===== src/rtl/sprite_load_pkg.sv =====
// Shared types and command codes for the sprite BRAM loader/arbiter.
package sprite_load_pkg;

  typedef enum logic [2:0] {
    IDLE     = 3'd0,
    PAL_LOAD = 3'd1,
    IMG_LOAD = 3'd2,
    CHECK    = 3'd3,
    DONE     = 3'd4
  } state_t;

  localparam logic [7:0] CMD_PAL = 8'hA5;
  localparam logic [7:0] CMD_IMG = 8'h5A;

  typedef struct packed {
    logic [7:0] r;
    logic [7:0] g;
    logic [7:0] b;
  } pal_entry_t;

endpackage


===== src/rtl/sprite_port_hold.sv =====
// Keeps display ownership of the BRAM ports for HOLD_STAGES cycles after active falls.
module sprite_port_hold #(
  parameter int HOLD_STAGES = 2
) (
  input  logic clk,
  input  logic rst_n,
  input  logic active,
  output logic hold
);

  logic [HOLD_STAGES-1:0] hist;

  always_ff @(posedge clk or negedge rst_n) begin
    if (!rst_n) begin
      hist <= '0;
    end else begin
      hist <= (hist << 1) | HOLD_STAGES'(active);
    end
  end

  assign hold = active | (|hist);

endmodule


===== src/rtl/sprite_bram_load_arbiter.sv =====
// Shares image/palette BRAM ports between the display read path and a framed byte-stream loader.
// Optional build macro SPRITE_LOAD_CHECKSUM_EN adds a trailing 8-bit sum byte to every load.
module sprite_bram_load_arbiter #(
  parameter int         IMG_DEPTH   = 65536,
  parameter int         PAL_DEPTH   = 256,
  parameter int         HOLD_STAGES = 2,
  parameter logic [7:0] CMD_PAL     = sprite_load_pkg::CMD_PAL,
  parameter logic [7:0] CMD_IMG     = sprite_load_pkg::CMD_IMG
) (
  input  logic        pixel_clk_in,
  input  logic        rst_n_in,
  input  logic        disp_active_in,
  input  logic [15:0] disp_img_addr_in,
  input  logic [7:0]  disp_pal_addr_in,
  input  logic [7:0]  s_data_in,
  input  logic        s_valid_in,
  output logic        s_ready_out,
  output logic [15:0] img_addr_out,
  output logic [7:0]  img_din_out,
  output logic        img_we_out,
  output logic [7:0]  pal_addr_out,
  output logic [23:0] pal_din_out,
  output logic        pal_we_out,
  output logic        busy_out,
  output logic        done_out,
  output logic        err_out
);
  import sprite_load_pkg::*;

  localparam int IW = (IMG_DEPTH > 1) ? $clog2(IMG_DEPTH) : 1;
  localparam int PW = (PAL_DEPTH > 1) ? $clog2(PAL_DEPTH) : 1;
  localparam logic [IW-1:0] IMG_LAST = IW'(IMG_DEPTH - 1);
  localparam logic [PW-1:0] PAL_LAST = PW'(PAL_DEPTH - 1);
`ifdef SPRITE_LOAD_CHECKSUM_EN
  localparam state_t LOAD_END = CHECK;
`else
  localparam state_t LOAD_END = DONE;
`endif

  state_t      state;
  logic [IW-1:0] img_cnt;
  logic [PW-1:0] pal_cnt;
  logic [1:0]  phase;
  logic [7:0]  r_q;
  logic [7:0]  g_q;
  logic        run_q;
  logic        err_q;
  logic        hold;
  logic        ready;
  logic        accept;
  pal_entry_t  wr_entry;
`ifdef SPRITE_LOAD_CHECKSUM_EN
  logic [7:0]  sum_q;
`endif

  sprite_port_hold #(
    .HOLD_STAGES(HOLD_STAGES)
  ) u_hold (
    .clk    (pixel_clk_in),
    .rst_n  (rst_n_in),
    .active (disp_active_in),
    .hold   (hold)
  );

  // run_q keeps ready low during and right after reset, even though IDLE accepts commands.
  always_comb begin
    ready = 1'b0;
    case (state)
      IDLE:                      ready = run_q;
      PAL_LOAD, IMG_LOAD, CHECK: ready = !hold;
      default:                   ready = 1'b0;
    endcase
  end

  assign accept      = s_valid_in & ready;
  assign s_ready_out = ready;

  assign wr_entry     = '{r: r_q, g: g_q, b: s_data_in};
  assign img_din_out  = s_data_in;
  assign pal_din_out  = wr_entry;
  assign img_we_out   = accept && (state == IMG_LOAD);
  assign pal_we_out   = accept && (state == PAL_LOAD) && (phase == 2'd2);
  assign img_addr_out = hold ? disp_img_addr_in : 16'(img_cnt);
  assign pal_addr_out = hold ? disp_pal_addr_in : 8'(pal_cnt);

  assign busy_out = (state == PAL_LOAD) || (state == IMG_LOAD);
  assign done_out = (state == DONE);
  assign err_out  = err_q;

  always_ff @(posedge pixel_clk_in or negedge rst_n_in) begin
    if (!rst_n_in) begin
      state   <= IDLE;
      img_cnt <= '0;
      pal_cnt <= '0;
      phase   <= 2'd0;
      r_q     <= 8'd0;
      g_q     <= 8'd0;
      run_q   <= 1'b0;
      err_q   <= 1'b0;
`ifdef SPRITE_LOAD_CHECKSUM_EN
      sum_q   <= 8'd0;
`endif
    end else begin
      run_q <= 1'b1;
      err_q <= 1'b0;
      case (state)
        IDLE: begin
`ifdef SPRITE_LOAD_CHECKSUM_EN
          sum_q <= 8'd0;
`endif
          if (accept) begin
            if (s_data_in == CMD_PAL)      state <= PAL_LOAD;
            else if (s_data_in == CMD_IMG) state <= IMG_LOAD;
            else                           err_q <= 1'b1;
          end
        end
        IMG_LOAD: begin
          if (accept) begin
`ifdef SPRITE_LOAD_CHECKSUM_EN
            sum_q <= sum_q + s_data_in;
`endif
            if (img_cnt == IMG_LAST) state <= LOAD_END;
            else                     img_cnt <= img_cnt + 1'b1;
          end
        end
        PAL_LOAD: begin
          // R and G are staged; a hold between bytes leaves them untouched.
          if (accept) begin
`ifdef SPRITE_LOAD_CHECKSUM_EN
            sum_q <= sum_q + s_data_in;
`endif
            case (phase)
              2'd0: begin
                r_q   <= s_data_in;
                phase <= 2'd1;
              end
              2'd1: begin
                g_q   <= s_data_in;
                phase <= 2'd2;
              end
              default: begin
                phase <= 2'd0;
                if (pal_cnt == PAL_LAST) state <= LOAD_END;
                else                     pal_cnt <= pal_cnt + 1'b1;
              end
            endcase
          end
        end
`ifdef SPRITE_LOAD_CHECKSUM_EN
        CHECK: begin
          if (accept) begin
            img_cnt <= '0;
            pal_cnt <= '0;
            if (s_data_in == sum_q) begin
              state <= DONE;
            end else begin
              state <= IDLE;
              err_q <= 1'b1;
            end
          end
        end
`endif
        DONE: begin
          img_cnt <= '0;
          pal_cnt <= '0;
          phase   <= 2'd0;
          state   <= IDLE;
        end
        default: state <= IDLE;
      endcase
    end
  end

endmodule


===== config.mk =====
export PLATFORM = sky130hd
export DESIGN_NAME = sprite_bram_load_arbiter
export DESIGN_NICKNAME = d
export VERILOG_FILES = /design/src/rtl/sprite_load_pkg.sv /design/src/rtl/sprite_port_hold.sv /design/src/rtl/sprite_bram_load_arbiter.sv
export SDC_FILE = /design/constraint.sdc
export NUM_CORES = 1
export LEC_CHECK = 0
export CORE_ASPECT_RATIO = 1.75
export CORE_MARGIN = 2
export CORE_UTILIZATION = 40
export DETAILED_ROUTE_END_ITERATION = 10
export DONT_BUFFER_PORTS = 1
export SLEW_MARGIN = 20
export SYNTH_ARGS = -nofsm -noshare
export SYNTH_HDL_FRONTEND = slang
export SYNTH_SLANG_ARGS = --single-unit
export TNS_END_PERCENT = 1

===== constraint.sdc =====
create_clock -name pixel_clk_in -period 1.8 [get_ports pixel_clk_in]
set_input_delay 0.36 -clock pixel_clk_in [delete_from_list [all_inputs] [get_ports pixel_clk_in]]
set_output_delay 0.36 -clock pixel_clk_in [all_outputs]
set_load 0.02 [all_outputs]

==> out/summary.md <==
The flow ran to the end, but the final reports show violations. The final reports fail on setup timing. The H-tree was split into 2 levels. Die extent in x: 67.5 um. The total power of the final layout is 3.15 mW, and the top fanout value on the critical path is 12. In this run the critical register-to-register path is captured at img_cnt[15]$_DFFE_PN0P_.

The sequential fraction of the synthesis area is 0.434, and the number of hold violations in the final report is 0. Measured in cells, the most critical reg-to-reg path has a length of 6. The netlist uses 54 different library cells.

The floorplan step defined a die boundary enclosing 7770 um2. Port buffering added 0 buffers. The via count of the first global-routing pass is 2,331, and the total track usage is 0.186.

After synthesis the netlist holds a flip-flop and latch count of 49. In this run the clock root is driven by a sky130_fd_sc_hd__clkbuf_16. The detail route stage leaves a number of antenna-violating nets equal to 0. At the worst endpoint, the arrival time is 1.58 ns.

In the layout the commonest cells are sky130_fd_sc_hd__buf_4 (48), sky130_fd_sc_hd__dfrtp_1 (47), sky130_fd_sc_hd__mux2_4 (24). After synthesis, the cell types taking the most area are sky130_fd_sc_hd__dfrtp_1 (43%), sky130_fd_sc_hd__mux2_2 (17%), sky130_fd_sc_hd__buf_4 (4.3%). The pin count of the biggest net entering global routing came out at 50. The wire length per cell was 17.8 um.

The relative area change from synthesis to final layout works out to 29.3%. The clock arrives with 0.00832 ns of skew. For this run, design rule violations remaining after detail routing come to 0. The global placement routability congestion is 0.825. Across all register-to-register paths, the minimum setup slack is -0.04 ns.

The first-pass detailed-route iteration total is 4. By startpoint and endpoint, the worst setup path is classified as flip-flop to primary output. For this run, the top clock speed supported by timing is 0.516 GHz. Adding up every negative setup slack in the final design gives -3.20 ns. Leaving out fill and tap cells, the most frequent cell in the layout is sky130_fd_sc_hd__buf_4. The number of antenna diodes in the final layout is 0.

Setup repair after global routing could not meet its margin everywhere. At the worst endpoint, the required time is 1.44 ns. Yosys printed 0 warnings. The kind of start point of the critical path was a flip-flop. For the leftover overflow at the end of global routing, the log shows 0.

Detailed routing inserted a total of 2,157 vias. The floorplan step set the die height to 115 um. Proportion of synthesized flip-flops having asynchronous set or reset: 1.00. The worst path setup slack after routing is -0.137 ns. The launch point of the worst reg-to-reg path was u_hold.hist[0]$_DFF_PN0_. The worst hold path begins at disp_active_in. The share of final-layout standard cells stronger than drive strength 1 came out at 0.450.

After synthesis the cells add up to 2820 um2. The cell row count was 40; the core area was 6860 um2. The leakage dissipation is 1.58 nW. The run gives 262 as the number of standard cells after synthesis. TritonCTS built the clock tree.

The instance count along the most critical hold path was 0. Library cell occupying the most area in the post-synthesis netlist: sky130_fd_sc_hd__dfrtp_1. The path class of the tightest hold or removal check is primary input to flip-flop. The tool flagged a number of max-cap violations equal to 0.

The critical path capture point type was a primary output. The path with the worst hold slack has its endpoint at u_hold.hist[0]$_DFF_PN0_. Clock tree synthesis found a total of 49 sinks. The initial core utilization was 0.412; the count of placed standard cells in the final layout, fillers left out was 384.

Worst slew slack as a fraction of its limit: 0.663. After synthesis, the mean cell area works out to 10.8 um2. The slew at the pin closest to its max-slew limit was 0.504 ns; the number of synthesized flops with an enable pin was 0. The tools report the clock insertion delay at the later pin of the skew report as 0.29 ns. The first routing iteration left 67 violations.

TritonCTS created 5 clock buffers. After clock tree synthesis, the clock-pin slew on the worst setup and hold paths is 0.07 ns. The fraction of post-synthesis cell area in the top cell type by area was 0.434; the number of nets in the finished design was 337. Minimum period implied by the final worst setup slack: 1.94 ns. The number of cells in the design after placement was 372. Power spread over the standard cell area amounts to 864 nW/um2. The tools report the aggregate routed wire length as 6830 um. The global-route wire length before repair was 10,900 um. The logs give 98 for the boundary pin count and 29 for the final number of setup-violating endpoints. For the initial antenna violation count, the log shows 0. The utilization of the core after routing is 0.532. The largest vdd supply drop came out at 0.446 mV.

The number of vias per cell after detailed routing came out at 5.62. The run gives 4860 um as the detailed placement HPWL. The number of slew-limit violations in the final report was 0; the net count after synthesis was 300.

The largest buffer count on any clock path is 2. The top flip-flop cell by instance count after synthesis is sky130_fd_sc_hd__dfrtp_1. The final cycle utilization of the critical path works out to 1.08.
==> layout make-up <==
class | instances | area [um2]
fillers | 612 | 3210
multi-input cells | 184 | 1670
flip-flops and latches | 49 | 1230
repair buffers | 54 | 469
clock buffers | 7 | 153
well taps | 84 | 105
inverters | 5 | 18.8
clock inverters | 1 | 5.00
==> worst max path at each step <==
stage,from,end,slack [ns],cells past startpoint
final,u_hold.hist[0]$_DFF_PN0_,pal_addr_out[0],-0.14,4
after global placement,s_data_in[2],state[1]$_DFFE_PN0P_,-0.13,5
after floorplan,u_hold.hist[1]$_DFF_PN0_,r_q[0]$_DFFE_PN0P_,-0.09,5
after global routing,u_hold.hist[0]$_DFF_PN0_,img_addr_out[14],-0.17,4
after CTS,u_hold.hist[0]$_DFF_PN0_,pal_addr_out[7],-0.15,4
after detailed placement,s_data_in[2],state[1]$_DFFE_PN0P_,-0.19,5
==> synthesized netlist by cell type (2+ instances only) <==
cell                       number
sky130_fd_sc_hd__nand3_1        8
sky130_fd_sc_hd__nor2_1        19
sky130_fd_sc_hd__and2_1         3
sky130_fd_sc_hd__nor4b_2        2
sky130_fd_sc_hd__inv_1          4
sky130_fd_sc_hd__or2_2          2
sky130_fd_sc_hd__nand2_1       11
sky130_fd_sc_hd__nor4_1         5
sky130_fd_sc_hd__buf_1          2
sky130_fd_sc_hd__nor3_1         6
sky130_fd_sc_hd__buf_2          3
sky130_fd_sc_hd__or4_1          3
sky130_fd_sc_hd__nor4bb_1       4
sky130_fd_sc_hd__a41o_1         2
sky130_fd_sc_hd__dfrtp_1       49
sky130_fd_sc_hd__ha_1           2
sky130_fd_sc_hd__buf_4         16
sky130_fd_sc_hd__o31ai_1        2
sky130_fd_sc_hd__nor3_2         3
sky130_fd_sc_hd__and3_1         5
sky130_fd_sc_hd__xnor2_1       12
sky130_fd_sc_hd__mux2i_1        3
sky130_fd_sc_hd__nand4_1        5
sky130_fd_sc_hd__o21ai_0        8
sky130_fd_sc_hd__clkbuf_1       3
sky130_fd_sc_hd__a21oi_1        8
sky130_fd_sc_hd__mux2_2        42
sky130_fd_sc_hd__and4_1         3
sky130_fd_sc_hd__or3_1          2
==> routing by layer <==
| metal | track usage | up-vias | part of all wire |
|---|---|---|---|
| li1 | - | 1017 | - |
| met1 | 0.201 | 1064 | 0.38 |
| met2 | 0.342 | 66 | 0.55 |
| met3 | 0.0421 | 10 | 0.052 |
| met4 | 0.0612 | 0 | 0.019 |
| met5 | 0 | - | 0 |
==> logic make-up after synthesis <==
logic type,share of synthesized area
buffers and inverters,0.0612
muxes,0.182
xor gates and xnor gates,0.0403
and+or+nand+nor,0.203
AOI/OAI and AO/OA,0.0687
adders and majority gates,0.00886
DFF,0.434
other,0.00133
==> critical path: stages, from the launching register on <==
cell and delay (ns):
sky130_fd_sc_hd__dfrtp_1 0.41, sky130_fd_sc_hd__nor3_4 0.20, sky130_fd_sc_hd__buf_12 0.16, sky130_fd_sc_hd__buf_12 0.15, sky130_fd_sc_hd__mux2_4 0.35
==> flip-flops by register name, indices dropped and copies added (netlist names) <==
register	cells
img_cnt	16
g_q	8
pal_cnt	8
r_q	8
state	3
phase	2
u_hold.hist	2
err_out	1
run_q	1
==> timing repair <==
| action | in CTS | in global routing |
|---|---|---|
| gates resized for setup | 48 | 15 |
| hold buffers | 2 | 0 |
| buffers inserted | 1 | 1 |
| pin swaps | 3 | 5 |
| endpoints found under the hold margin | 49 | 0 |
| gates cloned | 0 | 0 |
| setup endpoints to repair | 48 | 66 |
==> stage by stage <==
step | setup slack (ns) | hold WS, ns | cell area (um2)
2_1_floorplan | -0.0911 | 0.0644 | 2830
3_3_place_gp | -0.130 | 0.0657 | 3170
3_5_place_dp | -0.186 | 0.0655 | 3170
4_1_cts | -0.148 | 0.0846 | 3570
5_1_grt | -0.167 | 0.0808 | 3650
6_report | -0.137 | 0.0901 | 3650
==> power by group <==
group	switching, mW	total [mW]	internal, mW
clock network	0.397	0.985	0.589
logic	0.215	0.492	0.277
registers	0.367	1.68	1.31
(Power assumes the default switching activity.)
